==> config.mk <==
export PLATFORM = sky130hd
export DESIGN_NAME = roc_decoder
export DESIGN_NICKNAME = d
export VERILOG_FILES = /design/src/rtl/roc_pkg.sv /design/src/rtl/roc_image_buffer.sv /design/src/rtl/roc_decoder.sv
export SDC_FILE = /design/constraint.sdc
export NUM_CORES = 1
export LEC_CHECK = 0
export CAP_MARGIN = 20
export CORE_ASPECT_RATIO = 0.6
export CORE_MARGIN = 1
export CORE_UTILIZATION = 45
export CTS_BUF_LIST = sky130_fd_sc_hd__clkbuf_4
export CTS_CLUSTER_SIZE = 24
export DETAILED_ROUTE_END_ITERATION = 12
export PLACE_DENSITY_LB_ADDON = 0.1
export SETUP_SLACK_MARGIN = 0.1
export SYNTH_ARGS = -nofsm -noshare
export SYNTH_HDL_FRONTEND = slang
export SYNTH_SLANG_ARGS = --single-unit
export TNS_END_PERCENT = 100
==> constraint.sdc <==
create_clock -name CLK -period 4 [get_ports CLK]
set_clock_uncertainty 0.1 [all_clocks]
set_input_delay 1 -clock CLK [delete_from_list [all_inputs] [get_ports CLK]]
set_output_delay 1 -clock CLK [all_outputs]
set_load 0.05 [all_outputs]
==> src/rtl/roc_pkg.sv <==
// Shared definitions for the rank-order-coding encoder/decoder pair.
package roc_pkg;

  localparam int unsigned INDEX_WIDTH = 10;

  typedef enum logic [2:0] {
    S_IDLE,
    S_WAIT_IDX,
    S_CAPTURE,
    S_WRITE,
    S_DONE
  } roc_dec_state_t;

  // Pixel value for a given rank; clamps at zero once rank exceeds max_value.
  function automatic int unsigned rank_to_value(input int unsigned max_value,
                                                input int unsigned rank);
    return (rank > max_value) ? 0 : (max_value - rank);
  endfunction

endpackage

==> src/rtl/roc_image_buffer.sv <==
// Pixel register array plus per-pixel written flags for the ROC decoder.
module roc_image_buffer #(
  parameter int unsigned SIZE      = 7,
  parameter int unsigned ADDR_BITS = 3,
  parameter int unsigned DATA_BITS = 8
) (
  input  logic                            i_clk,
  input  logic                            i_rst_n,
  input  logic                            i_clear,
  input  logic                            i_we,
  input  logic [ADDR_BITS-1:0]            i_addr,
  input  logic [DATA_BITS-1:0]            i_data,
  output logic                            o_written,
  output logic [SIZE-1:0][DATA_BITS-1:0]  o_image
);

  logic [SIZE-1:0][DATA_BITS-1:0] r_pix;
  logic [SIZE-1:0]                r_written;

  always_ff @(posedge i_clk or negedge i_rst_n) begin
    if (!i_rst_n) begin
      r_pix     <= '0;
      r_written <= '0;
    end else if (i_clear) begin
      r_pix     <= '0;
      r_written <= '0;
    end else if (i_we) begin
      for (int unsigned i = 0; i < SIZE; i++) begin
        if (i_addr == ADDR_BITS'(i)) begin
          r_pix[i]     <= i_data;
          r_written[i] <= 1'b1;
        end
      end
    end
  end

  // Addresses beyond SIZE read back as unwritten.
  always_comb begin
    o_written = 1'b0;
    for (int unsigned i = 0; i < SIZE; i++) begin
      if (i_addr == ADDR_BITS'(i)) o_written = r_written[i];
    end
  end

  assign o_image = r_pix;

endmodule

==> src/rtl/roc_decoder.sv <==
// Rank-order-coding decoder: rebuilds an image from rank-ordered pixel indices.
module roc_decoder
  import roc_pkg::*;
#(
  parameter int unsigned IMAGE_SIZE      = 7,
  parameter int unsigned IMAGE_SIZE_BITS = $clog2(IMAGE_SIZE),
  parameter int unsigned PIXEL_MAX_VALUE = 255,
  parameter int unsigned PIXEL_BITS      = $clog2(PIXEL_MAX_VALUE)
) (
  input  logic                                  CLK,
  input  logic                                  RST_N,
  input  logic                                  START,
  input  logic [INDEX_WIDTH-1:0]                NEXT_INDEX,
  input  logic                                  FOUND_NEXT_INDEX,
  input  logic                                  ENCODER_RDY,
  output logic                                  DECODER_BUSY,
  output logic [IMAGE_SIZE-1:0][PIXEL_BITS-1:0] IMAGE,
  output logic                                  IMAGE_VALID,
  output logic [IMAGE_SIZE_BITS:0]              RANK_COUNT,
  output logic                                  ERR_RANGE,
  output logic                                  ERR_DUP,
  output logic                                  ERR_OVF
);

  localparam logic [IMAGE_SIZE_BITS:0] LP_FULL  = (IMAGE_SIZE_BITS+1)'(IMAGE_SIZE);
  localparam logic [IMAGE_SIZE_BITS:0] LP_ONE   = (IMAGE_SIZE_BITS+1)'(1);
  localparam logic [INDEX_WIDTH-1:0]   LP_LIMIT = INDEX_WIDTH'(IMAGE_SIZE);

  roc_dec_state_t           r_state, w_state_next;
  logic [INDEX_WIDTH-1:0]   r_index;
  logic                     r_mark, r_rdy_pend;
  logic [IMAGE_SIZE_BITS:0] r_rank, w_rank_post;
  logic                     r_err_range, r_err_dup, r_err_ovf;
  logic                     w_busy, w_in_range, w_written, w_we;
  logic [PIXEL_BITS-1:0]    w_wdata;

  assign w_busy      = (r_state == S_CAPTURE) || (r_state == S_WRITE);
  assign w_in_range  = (r_index < LP_LIMIT);
  assign w_we        = (r_state == S_WRITE) && r_mark && !START;
  assign w_wdata     = PIXEL_BITS'(rank_to_value(PIXEL_MAX_VALUE, 32'(r_rank)));
  assign w_rank_post = r_mark ? (r_rank + LP_ONE) : r_rank;

  roc_image_buffer #(
    .SIZE      (IMAGE_SIZE),
    .ADDR_BITS (IMAGE_SIZE_BITS),
    .DATA_BITS (PIXEL_BITS)
  ) u_buf (
    .i_clk     (CLK),
    .i_rst_n   (RST_N),
    .i_clear   (START),
    .i_we      (w_we),
    .i_addr    (r_index[IMAGE_SIZE_BITS-1:0]),
    .i_data    (w_wdata),
    .o_written (w_written),
    .o_image   (IMAGE)
  );

  always_ff @(posedge CLK or negedge RST_N) begin
    if (!RST_N) r_state <= S_IDLE;
    else        r_state <= w_state_next;
  end

  always_comb begin
    w_state_next = r_state;
    if (START) begin
      w_state_next = S_WAIT_IDX;
    end else begin
      case (r_state)
        S_IDLE:     w_state_next = S_IDLE;
        S_WAIT_IDX: begin
          if (FOUND_NEXT_INDEX) w_state_next = S_CAPTURE;
          else if (ENCODER_RDY) w_state_next = S_DONE;
        end
        S_CAPTURE:  w_state_next = S_WRITE;
        // An encoder-ready seen during the handshake ends the image once the in-flight index lands.
        S_WRITE: begin
          if (w_rank_post == LP_FULL || r_rdy_pend || ENCODER_RDY) w_state_next = S_DONE;
          else                                                      w_state_next = S_WAIT_IDX;
        end
        S_DONE:     w_state_next = S_DONE;
        default:    w_state_next = S_IDLE;
      endcase
    end
  end

  always_ff @(posedge CLK or negedge RST_N) begin
    if (!RST_N) begin
      r_index     <= '0;
      r_mark      <= 1'b0;
      r_rdy_pend  <= 1'b0;
      r_rank      <= '0;
      r_err_range <= 1'b0;
      r_err_dup   <= 1'b0;
      r_err_ovf   <= 1'b0;
    end else if (START) begin
      r_mark      <= 1'b0;
      r_rdy_pend  <= 1'b0;
      r_rank      <= '0;
      r_err_range <= 1'b0;
      r_err_dup   <= 1'b0;
      r_err_ovf   <= 1'b0;
    end else begin
      case (r_state)
        S_WAIT_IDX: begin
          if (FOUND_NEXT_INDEX) begin
            r_index    <= NEXT_INDEX;
            r_rdy_pend <= 1'b0;
          end
        end
        S_CAPTURE: begin
          if (!w_in_range) begin
            r_err_range <= 1'b1;
            r_mark      <= 1'b0;
          end else if (w_written) begin
            r_err_dup <= 1'b1;
            r_mark    <= 1'b0;
          end else begin
            r_mark <= 1'b1;
          end
          if (FOUND_NEXT_INDEX) r_err_ovf  <= 1'b1;
          if (ENCODER_RDY)      r_rdy_pend <= 1'b1;
        end
        S_WRITE: begin
          r_rank     <= w_rank_post;
          r_mark     <= 1'b0;
          r_rdy_pend <= 1'b0;
          if (FOUND_NEXT_INDEX) r_err_ovf <= 1'b1;
        end
        default: ;
      endcase
    end
  end

  assign DECODER_BUSY = w_busy;
  assign IMAGE_VALID  = (r_state == S_DONE);
  assign RANK_COUNT   = r_rank;
  assign ERR_RANGE    = r_err_range;
  assign ERR_DUP      = r_err_dup;
  assign ERR_OVF      = r_err_ovf;

endmodule

==> run metrics, run 1 <==
worst reg2reg path depth 3; initial core utilization 47.8%; Reg-to-Reg Start r_state[0]; Fmax achieved 0.320 GHz; # rows 21; total core area 5700 um2; register area share after synthesis 52.3%; initial antenna violation count 0; io pins 80; Hold EP r_index[6]; Pleak 1.47 nW; top cell type's share of synthesized area 52.3%; hold path startpoint r_index[6]; critical path arrival 2.02 ns; top cells by count, synth 57 x dfrtp_1, 32 x mux2_2, 27 x buf_4; Clock Tree Root clkbuf_4; vias in the first global route 1750; crit path kind reg2out; DR pass1 iterations 6; final setup vio count 0; CP Max Fanout 9; first-pass GRT wire length 8910 um; Main synth FF type dfrtp_1; GRT Overall Usage 18.8%; largest net degree at the start of global routing 42; reg2reg end r_index[6]; flops & latches, synth 57; worst-margin pin slew 0.908 ns; port buffer count 79; Inserted Clock Buffers 9; vias per cell 4.98; number of synthesized flops with an enable pin 0; Slew Viols, Final 0; Yosys warnings 0; Setup TNS 0 ns; FFs w/ async S/R, synth 100%; Tmin final 3.12 ns; Clk Latency, worst-skew pair 0.38 ns; maximum vdd drop 0.198 mV; CP Launch Type flop; diodes inserted 0; total grt overflow 0; Max-Cap Viols 0; TritonCTS clock tree built; setup bufs post-CTS 0; Slew HR 39.5%; Fin. Hold Viols 0; syn_nets 242; Yosys top cell by area dfrtp_1; critical path required time 2.90 ns; Remaining DRCs 0; P per Cell Area 418 nW/um2; period utilization 78.1%; Tot Pwr 1.48 mW; r2r setup slk 2.07 ns; DR WL/cell 14.7 um; DR vias 1859; die area 6380 um2; H-tree depth 3; layout cells sized above 1 20.5%; Worst-path clk slew 0.09 ns; Clock Tree Buf Depth 2; CTS Hold Bufs 0; synthesized area 2730 um2; Routed WL 5500 um; Layout Nets 304; hpwl dp 4010 um; GPL Wtd Cong 0.756; outcome finished clean; Cells after Synth 226; Clock Sinks 57; die width 102 um; largest cells by area after synthesis dfrtp_1 52%, mux2_2 13%, buf_4 7.4%; hold slack 0.401 ns; Iteration-0 DRC Markers 88; worst min path class reg2reg; Syn-to-layout area delta 29.6%; Mean Syn Cell Area 12.1 um2; cell with the most instances after synthesis dfrtp_1; unrepaired setup endpoints after global routing false; hold depth 1; die height 62.3 um; antenna violation net count after detailed routing 0; count of cell types in the netlist 39; Worst Setup End Kind output pin; # resized after CTS 0
-- flip-flops by register name (all words and copies together) (netlist names) --
| name | flops |
|---|---|
| r_mark | 1 |
| RANK_COUNT | 4 |
| r_index | 10 |
| u_buf.o_image | 35 |
| ERR_DUP | 1 |
| ERR_RANGE | 1 |
| r_state | 3 |
| ERR_OVF | 1 |
| r_rdy_pend | 1 |
-- critical path, stage by stage (launching register included) --
cell	delay (ns)
dfrtp_1	0.50
nor3b_1	0.30
clkdlybuf4s50_1	0.85
-- metal layers --
metal / global-route usage, % / routed length [um]
met1: 29.2 / 2860
met5: 0 / 0
met4: 5.89 / 38
met2: 23.3 / 2240
met3: 7.32 / 354
-- worst max path at each step --
stage,startpoint,to,slack [ns],depth (start not counted)
6_report,r_state[1],IMAGE_VALID,0.88,2
4_1_cts,r_state[1],IMAGE_VALID,0.85,2
3_3_place_gp,r_state[0],IMAGE_VALID,1.32,2
2_1_floorplan,r_state[0],IMAGE_VALID,1.18,2
5_1_grt,r_state[1],IMAGE_VALID,0.71,2
3_5_place_dp,FOUND_NEXT_INDEX,r_index[6],1.29,3
-- kinds of logic (layout without fill, tap and decap cells) --
family                   count (synthesis)  in the layout  synth area share, %
AND/OR/NAND/NOR                         62             62                 12.8
AO/OA/AOI/OAI                           27             27                 8.12
buffers and inverters                   36            103                 9.04
XOR/XNOR                                 2              2                0.643
multiplexers                            41             41                 16.6
adder cells (fa/ha/maj)                  1              1                0.459
flip-flops                              57             57                 52.3
-- cell usage in the layout (no fill, tap or decap), drive strengths merged, types with 2 or more instances in the layout --
cell type and n:
a21oi 10, a22oi 2, a31oi 6, and2b 2, buf 3, clkbuf 11
clkdlybuf4s50 78, clkinv 4, dfrtp 57, inv 6, mux2 34, mux2i 7
nand2 9, nand2b 2, nand3 4, nor2 28, nor2b 2, nor3 3
nor3b 6, nor4 2, o21ai 2, xnor2 2
-- layout make-up --
type                            count  area (um2)
Sequential cell                    57        1430
Clock inverter                      5        46.3
Fill cell                         477        2170
Clock buffer                       11        82.6
Multi-Input combinational cell    133        1050
Timing Repair Buffer               81         801
Inverter                            6        22.5
Tap cell                           80         100
-- power by group --
part	switching [mW]	total [mW]	leakage, nW	internal, mW
Sequential	0.0781	0.724	0.716	0.646
Combinational	0.212	0.366	0.678	0.153
Clock	0.188	0.386	0.0734	0.198
Total	0.479	1.48	1.47	0.998
-- metrics by stage --
stage	std cells	utilization, %	setup slack [ns]	cell area (um2)
after floorplan	226	-	1.18	2730
after global placement	357	59.7	1.32	3400
after detailed placement	357	59.7	1.29	3400
after CTS	373	61.9	0.848	3530
after global routing	373	61.9	0.706	3530
final	373	61.9	0.875	3530
No activity file was read; power rests on OpenSTA's default activity.
==> inputs of run 2 (changes only) <==
==> constraint.sdc (replaced) <==
create_clock -name CLK -period 2.9 [get_ports CLK]
set_clock_uncertainty 0.1 [all_clocks]
set_input_delay 0.725 -clock CLK [delete_from_list [all_inputs] [get_ports CLK]]
set_output_delay 0.725 -clock CLK [all_outputs]
set_load 0.05 [all_outputs]
==> run metrics, run 2 (synthesis gave the netlist of run 1 again) <==
CP Cell Sequence nor3b_1 > dlygate4sd2_1 (was nor3b_1 > clkdlybuf4s50_1); first-pass GRT wire length 9000 um (was 8910 um); crit path kind reg2out (unchanged); critical path's top delay family buffers and inverters (unchanged); initial core utilization 47.8% (unchanged); most common cell after layout, fill and taps aside clkdlybuf4s50_1 (unchanged); Fin. Hold Viols 0 (unchanged); Comb power frac 25.0% (was 24.8%); io pins 80 (unchanged); placed insts 358 (was 357); critical path arrival 1.78 ns (was 2.02 ns); layout cells sized above 1 20.9% (was 20.5%); setup bufs post-CTS 0 (unchanged); Pleak 1.48 nW (was 1.47 nW); GRT Overall Usage 18.8% (about the same); Setup TNS 0 ns (unchanged); Clock Tree Buf Depth 2 (unchanged); hpwl dp 4160 um (was 4010 um); initial antenna violation count 0 (unchanged); Max stage delay cell, worst path dlygate4sd2_1 (was clkdlybuf4s50_1); GPL Wtd Cong 0.735 (was 0.756); unrepaired setup endpoints after global routing false (unchanged); Iteration-0 DRC Markers 91 (was 88); CP Launch Type flop (unchanged); Clock Tree Root clkbuf_4 (unchanged); final cell count without fillers 372 (was 373); crit-path max cell delay 0.57 ns (was 0.85 ns); # fillers 501 (was 477); final worst setup slack 0.294 ns (was 0.875 ns); DR WL/cell 15.3 um (was 14.7 um); Inserted Clock Buffers 9 (unchanged); # rows 21 (unchanged); sequential power share 49.4% (was 49.1%); die height 62.3 um (unchanged); Worst-path clk slew 0.09 ns (about the same); outcome finished clean (unchanged); port buffer count 79 (unchanged); most frequent cells in the layout 76 x clkdlybuf4s50_1, 57 x dfrtp_1, 32 x mux2_2, 26 x nor2_1 (was 78 x clkdlybuf4s50_1, 57 x dfrtp_1, 32 x mux2_2, 26 x nor2_1, 11 x clkbuf_4); vias per cell 5.10 (was 4.98); Layout Nets 305 (was 304); DR vias 1896 (was 1859); die width 102 um (unchanged); Routed WL 5680 um (was 5500 um); Switch Pwr 681 uW (was 479 uW); Place WS 0.431 ns (was 1.29 ns); total grt overflow 0 (unchanged); Max-Cap Viols 0 (unchanged); worst min path class in2async (was reg2reg); Clock Sinks 57 (unchanged); internal power 1.35 mW (was 998 uW); final setup vio count 0 (unchanged); TritonCTS clock tree built (unchanged); Final Instance Area 3540 um2 (was 3530 um2); P per Cell Area 574 nW/um2 (was 418 nW/um2); Fmax achieved 0.384 GHz; flip-flop count of the largest register after layout 35 (unchanged); diodes inserted 0 (unchanged); clock share of power 25.6% (was 26.2%); Buf+Inv Stages, Crit Path 1 (unchanged); Remaining DRCs 0 (unchanged); critical path required time 2.08 ns (was 2.90 ns); Final Util 62.0% (was 61.9%); H-tree depth 3 (unchanged); Tmin final 2.61 ns; vias in the first global route 1770 (was 1750); total core area 5700 um2 (unchanged); worst-margin pin slew 0.804 ns (was 0.908 ns); die area 6380 um2 (unchanged); placed cell area 3420 um2 (was 3400 um2); Slew Viols, Final 0 (unchanged); CP Max Fanout 9 (unchanged); Clk Latency, worst-skew pair 0.40 ns (was 0.38 ns); antenna violation net count after detailed routing 0 (unchanged); Syn-to-layout area delta 29.7% (was 29.6%); DR pass1 iterations 4 (was 6); period utilization 89.9%; Worst Setup End Kind output pin (unchanged); Slew HR 46.4% (was 39.5%); largest net degree at the start of global routing 35 (was 42); maximum vdd drop 0.309 mV (was 0.198 mV); Net Sw Frac 33.5% (was 32.4%)
run 2: final timing paths:
| check | startpoint | endpoint | slack, ns | cells after the start |
|---|---|---|---|---|
| setup / recovery | r_state[1] | IMAGE_VALID | 0.29 | 2 |
| hold / removal | RST_N | u_buf.o_image[50] | 0.21 | 1 |
| setup reg to reg | r_index[0] | u_buf.o_image[0] | 0.93 | 3 |
| hold reg to reg | ERR_DUP | ERR_DUP | 0.40 | 2 |
| max in group asynchronous | RST_N | u_buf.o_image[17] | 1.90 | 2 |
| min in group CLK | ERR_DUP | ERR_DUP | 0.40 | 2 |
run 2: per-layer routing:
| metal | wire length (um) | global-route usage [%] | vias up |
|---|---|---|---|
| li1 | - | - | 893 |
| met2 | 2310 | 25.3 | 64 |
| met4 | 34 | 3.21 | 0 |
| met1 | 2930 | 28.3 | 935 |
| met5 | 0 | 0 | - |
| met3 | 398 | 7.77 | 4 |
run 2: layout make-up:
type                       instances  area [um2]  share of cell area (%)
inverter                           6        22.5                   0.637
multi-input combinational        133        1050                    29.8
timing repair buffer              82         818                    23.1
tap                               80         100                    2.83
clock inverter                     5        48.8                    1.38
sequential                        57        1430                    40.3
clock buffer                       9        67.6                    1.91
run 2: worst reg2reg max path, stage by stage, from the launching register on:
cell	delay, ns
dfrtp_1	0.88
nor2_1	0.18
a21oi_2	0.33
mux2_2	0.38
run 2: stage by stage:
stage          hold slack [ns]  power (mW)
2_1_floorplan            0.329        1.37
3_3_place_gp             0.384        1.52
3_5_place_dp             0.391        1.53
4_1_cts                  0.216        2.05
5_1_grt                  0.236        2.12
6_report                 0.215        2.03
run 2: power by group through the flow:
stage	sequential (mW)	combinational (mW)	clock, mW
2_1_floorplan	1.09	0.280	0
3_3_place_gp	1.01	0.506	0
3_5_place_dp	1.02	0.513	0
4_1_cts	1.00	0.512	0.534
5_1_grt	1.02	0.537	0.563
6_report	1.00	0.508	0.520
run 2: timing repair:
action,4_1_cts,5_1_grt
endpoints found under the setup margin,2,0
hold buffers,0,0
gates resized for setup,2,0
==> inputs of run 3 (changes only) <==
--- a/config.mk
+++ b/config.mk
@@ -8,7 +8,7 @@
 export CAP_MARGIN = 20
 export CORE_ASPECT_RATIO = 0.6
 export CORE_MARGIN = 1
-export CORE_UTILIZATION = 45
+export CORE_UTILIZATION = 49
 export CTS_BUF_LIST = sky130_fd_sc_hd__clkbuf_4
 export CTS_CLUSTER_SIZE = 24
 export DETAILED_ROUTE_END_ITERATION = 12
==> run metrics, run 3 (synthesis gave the netlist of run 1 again) <==
Slew Viols, Final 0 (unchanged); Setup TNS 0 ns (unchanged); Clk Latency, worst-skew pair 0.39 ns (was 0.40 ns); # rows 20 (was 21); die width 98.3 um (was 102 um); Iteration-0 DRC Markers 112 (was 91); failing checks DRC; Pleak 1.48 nW (about the same); DR vias 1903 (was 1896); Place WS 0.439 ns (was 0.431 ns); total grt overflow 0 (unchanged); Remaining DRCs 1 (was 0); GPL Wtd Cong 0.812 (was 0.735); Clock Sinks 57 (unchanged); final setup vio count 0 (unchanged); most common cell after layout, fill and taps aside clkdlybuf4s50_1 (unchanged); setup bufs post-CTS 0 (unchanged); Tmin final 2.60 ns (was 2.61 ns); maximum vdd drop 0.354 mV (was 0.309 mV); diodes inserted 0 (unchanged); length of routed met3 wiring 382 um (was 398 um); TritonCTS clock tree built (unchanged); # fillers 432 (was 501); metal2 WL 2420 um (was 2310 um); GRT Overall Usage 21.5% (was 18.8%); reg2reg end r_index[6] (was u_buf.o_image[0]); most frequent cells in the layout 76 x clkdlybuf4s50_1, 57 x dfrtp_1, 32 x mux2_2, 26 x nor2_1, 11 x clkbuf_4 (was 76 x clkdlybuf4s50_1, 57 x dfrtp_1, 32 x mux2_2, 26 x nor2_1); CP Launch Type flop (unchanged); Reg-to-Reg Start r_state[0] (was r_index[0]); Routed WL 5670 um (was 5680 um); # resized after CTS 1 (was 2); CP Max Fanout 9 (unchanged); Slew HR 46.6% (was 46.4%); total core area 5200 um2 (was 5700 um2); outcome finished, violations left (was finished clean); period utilization 89.6% (was 89.9%); DRT met1 WL 2870 um (was 2930 um); Syn-to-layout area delta 28.6% (was 29.7%); worst-margin pin slew 0.801 ns (was 0.804 ns); io pins 80 (unchanged); antenna violation net count after detailed routing 0 (unchanged); die height 59.8 um (was 62.3 um); H-tree depth 3 (unchanged); area of the multi-input gates 1050 um2 (unchanged); Worst-path clk slew 0.10 ns (was 0.09 ns); worst reg2reg path depth 3 (unchanged); final cell count without fillers 360 (was 372); Fmax achieved 0.385 GHz (was 0.384 GHz); initial antenna violation count 0 (unchanged); layout cells sized above 1 21.4% (was 20.9%); DR pass1 iterations 12 (was 4); vias in the first global route 1761 (was 1770); first-pass GRT wire length 9270 um (was 9000 um); r2r setup slk 0.98 ns (was 0.93 ns); port buffer count 79 (unchanged); Worst Setup End Kind output pin (unchanged); DR WL/cell 15.8 um (was 15.3 um); vias per cell 5.29 (was 5.10); Max-Cap Viols 0 (unchanged); flip-flop count of the largest register after layout 35 (unchanged); placed cell area 3400 um2 (was 3420 um2); Clock Tree Buf Depth 2 (unchanged); worst min path class in2async (unchanged); hpwl dp 4170 um (was 4160 um); Top Layer Used met3 (was met4); P per Cell Area 564 nW/um2 (was 574 nW/um2); crit path kind reg2out (unchanged); die area 5880 um2 (was 6380 um2); critical path required time 2.08 ns (about the same); storage element area 1430 um2 (unchanged); Final Instance Area 3510 um2 (was 3540 um2); largest net degree at the start of global routing 37 (was 35); initial core utilization 52.4% (was 47.8%); Layout Nets 305 (unchanged); CTS Hold Bufs 0 (unchanged); Inserted Clock Buffers 9 (unchanged); Clock Tree Root clkbuf_4 (unchanged); placed insts 344 (was 358); unrepaired setup endpoints after global routing false (unchanged); Fin. Hold Viols 0 (unchanged); critical path arrival 1.77 ns (was 1.78 ns); final worst setup slack 0.303 ns (was 0.294 ns)
## run 3: cell types whose count changed in the layout (fill, tap and decap cells not counted)
| cell | before | now |
|---|---|---|
| dlygate4sd2_1 | 2 | 1 |
| bufinv_16 | 1 | 0 |
| clkbuf_4 | 9 | 11 |
| buf_4 | 2 | 3 |
| clkinv_1 | 1 | 2 |
## run 3: cell type report
| type | instances | share of cell area, % |
|---|---|---|
| Clock buffer | 11 | 2.35 |
| Tap cell | 66 | 2.35 |
| Inverter | 6 | 0.642 |
| Clock inverter | 5 | 0.642 |
| Multi-Input combinational cell | 133 | 30.0 |
| Timing Repair Buffer | 82 | 23.3 |
| Sequential cell | 57 | 40.7 |
## run 3: how the worst max path moves through the flow
| stage | startpoint | end | cells past startpoint |
|---|---|---|---|
| floorplan | r_state[0] | IMAGE_VALID | 2 |
| global placement | r_state[1] | DECODER_BUSY | 3 |
| detailed placement | FOUND_NEXT_INDEX | r_index[6] | 3 |
| CTS | r_state[1] | DECODER_BUSY | 3 |
| global route | r_state[1] | DECODER_BUSY | 3 |
| finish | r_state[1] | DECODER_BUSY | 3 |
## run 3: power by group
part           leakage (nW)  internal [mW]  total [mW]  switching [mW]
Combinational         0.693          0.213       0.507           0.293
Sequential            0.716          0.892        1.00           0.113
Clock                0.0655          0.186       0.468           0.282
## run 3: layer usage
metal	up-vias	track usage (%)
li1	896	-
met1	933	30.6
met2	74	30.5
met3	0	8.07
met4	0	6.61
met5	-	0
## run 3: critical path: stages (launching register included)
cell and delay, ns:
dfrtp_1 0.55, nand2b_1 0.17, inv_1 0.13, dlygate4sd2_1 0.54
## run 3: stage by stage
stage          utilization (%)  total power, mW  hold WS (ns)
3_5_place_dp              65.4             1.53         0.385
3_3_place_gp              65.4             1.51         0.388
5_1_grt                   67.4             2.08         0.195
2_1_floorplan                -             1.37         0.329
4_1_cts                   67.4             1.99         0.187
6_report                  67.4             1.98         0.183
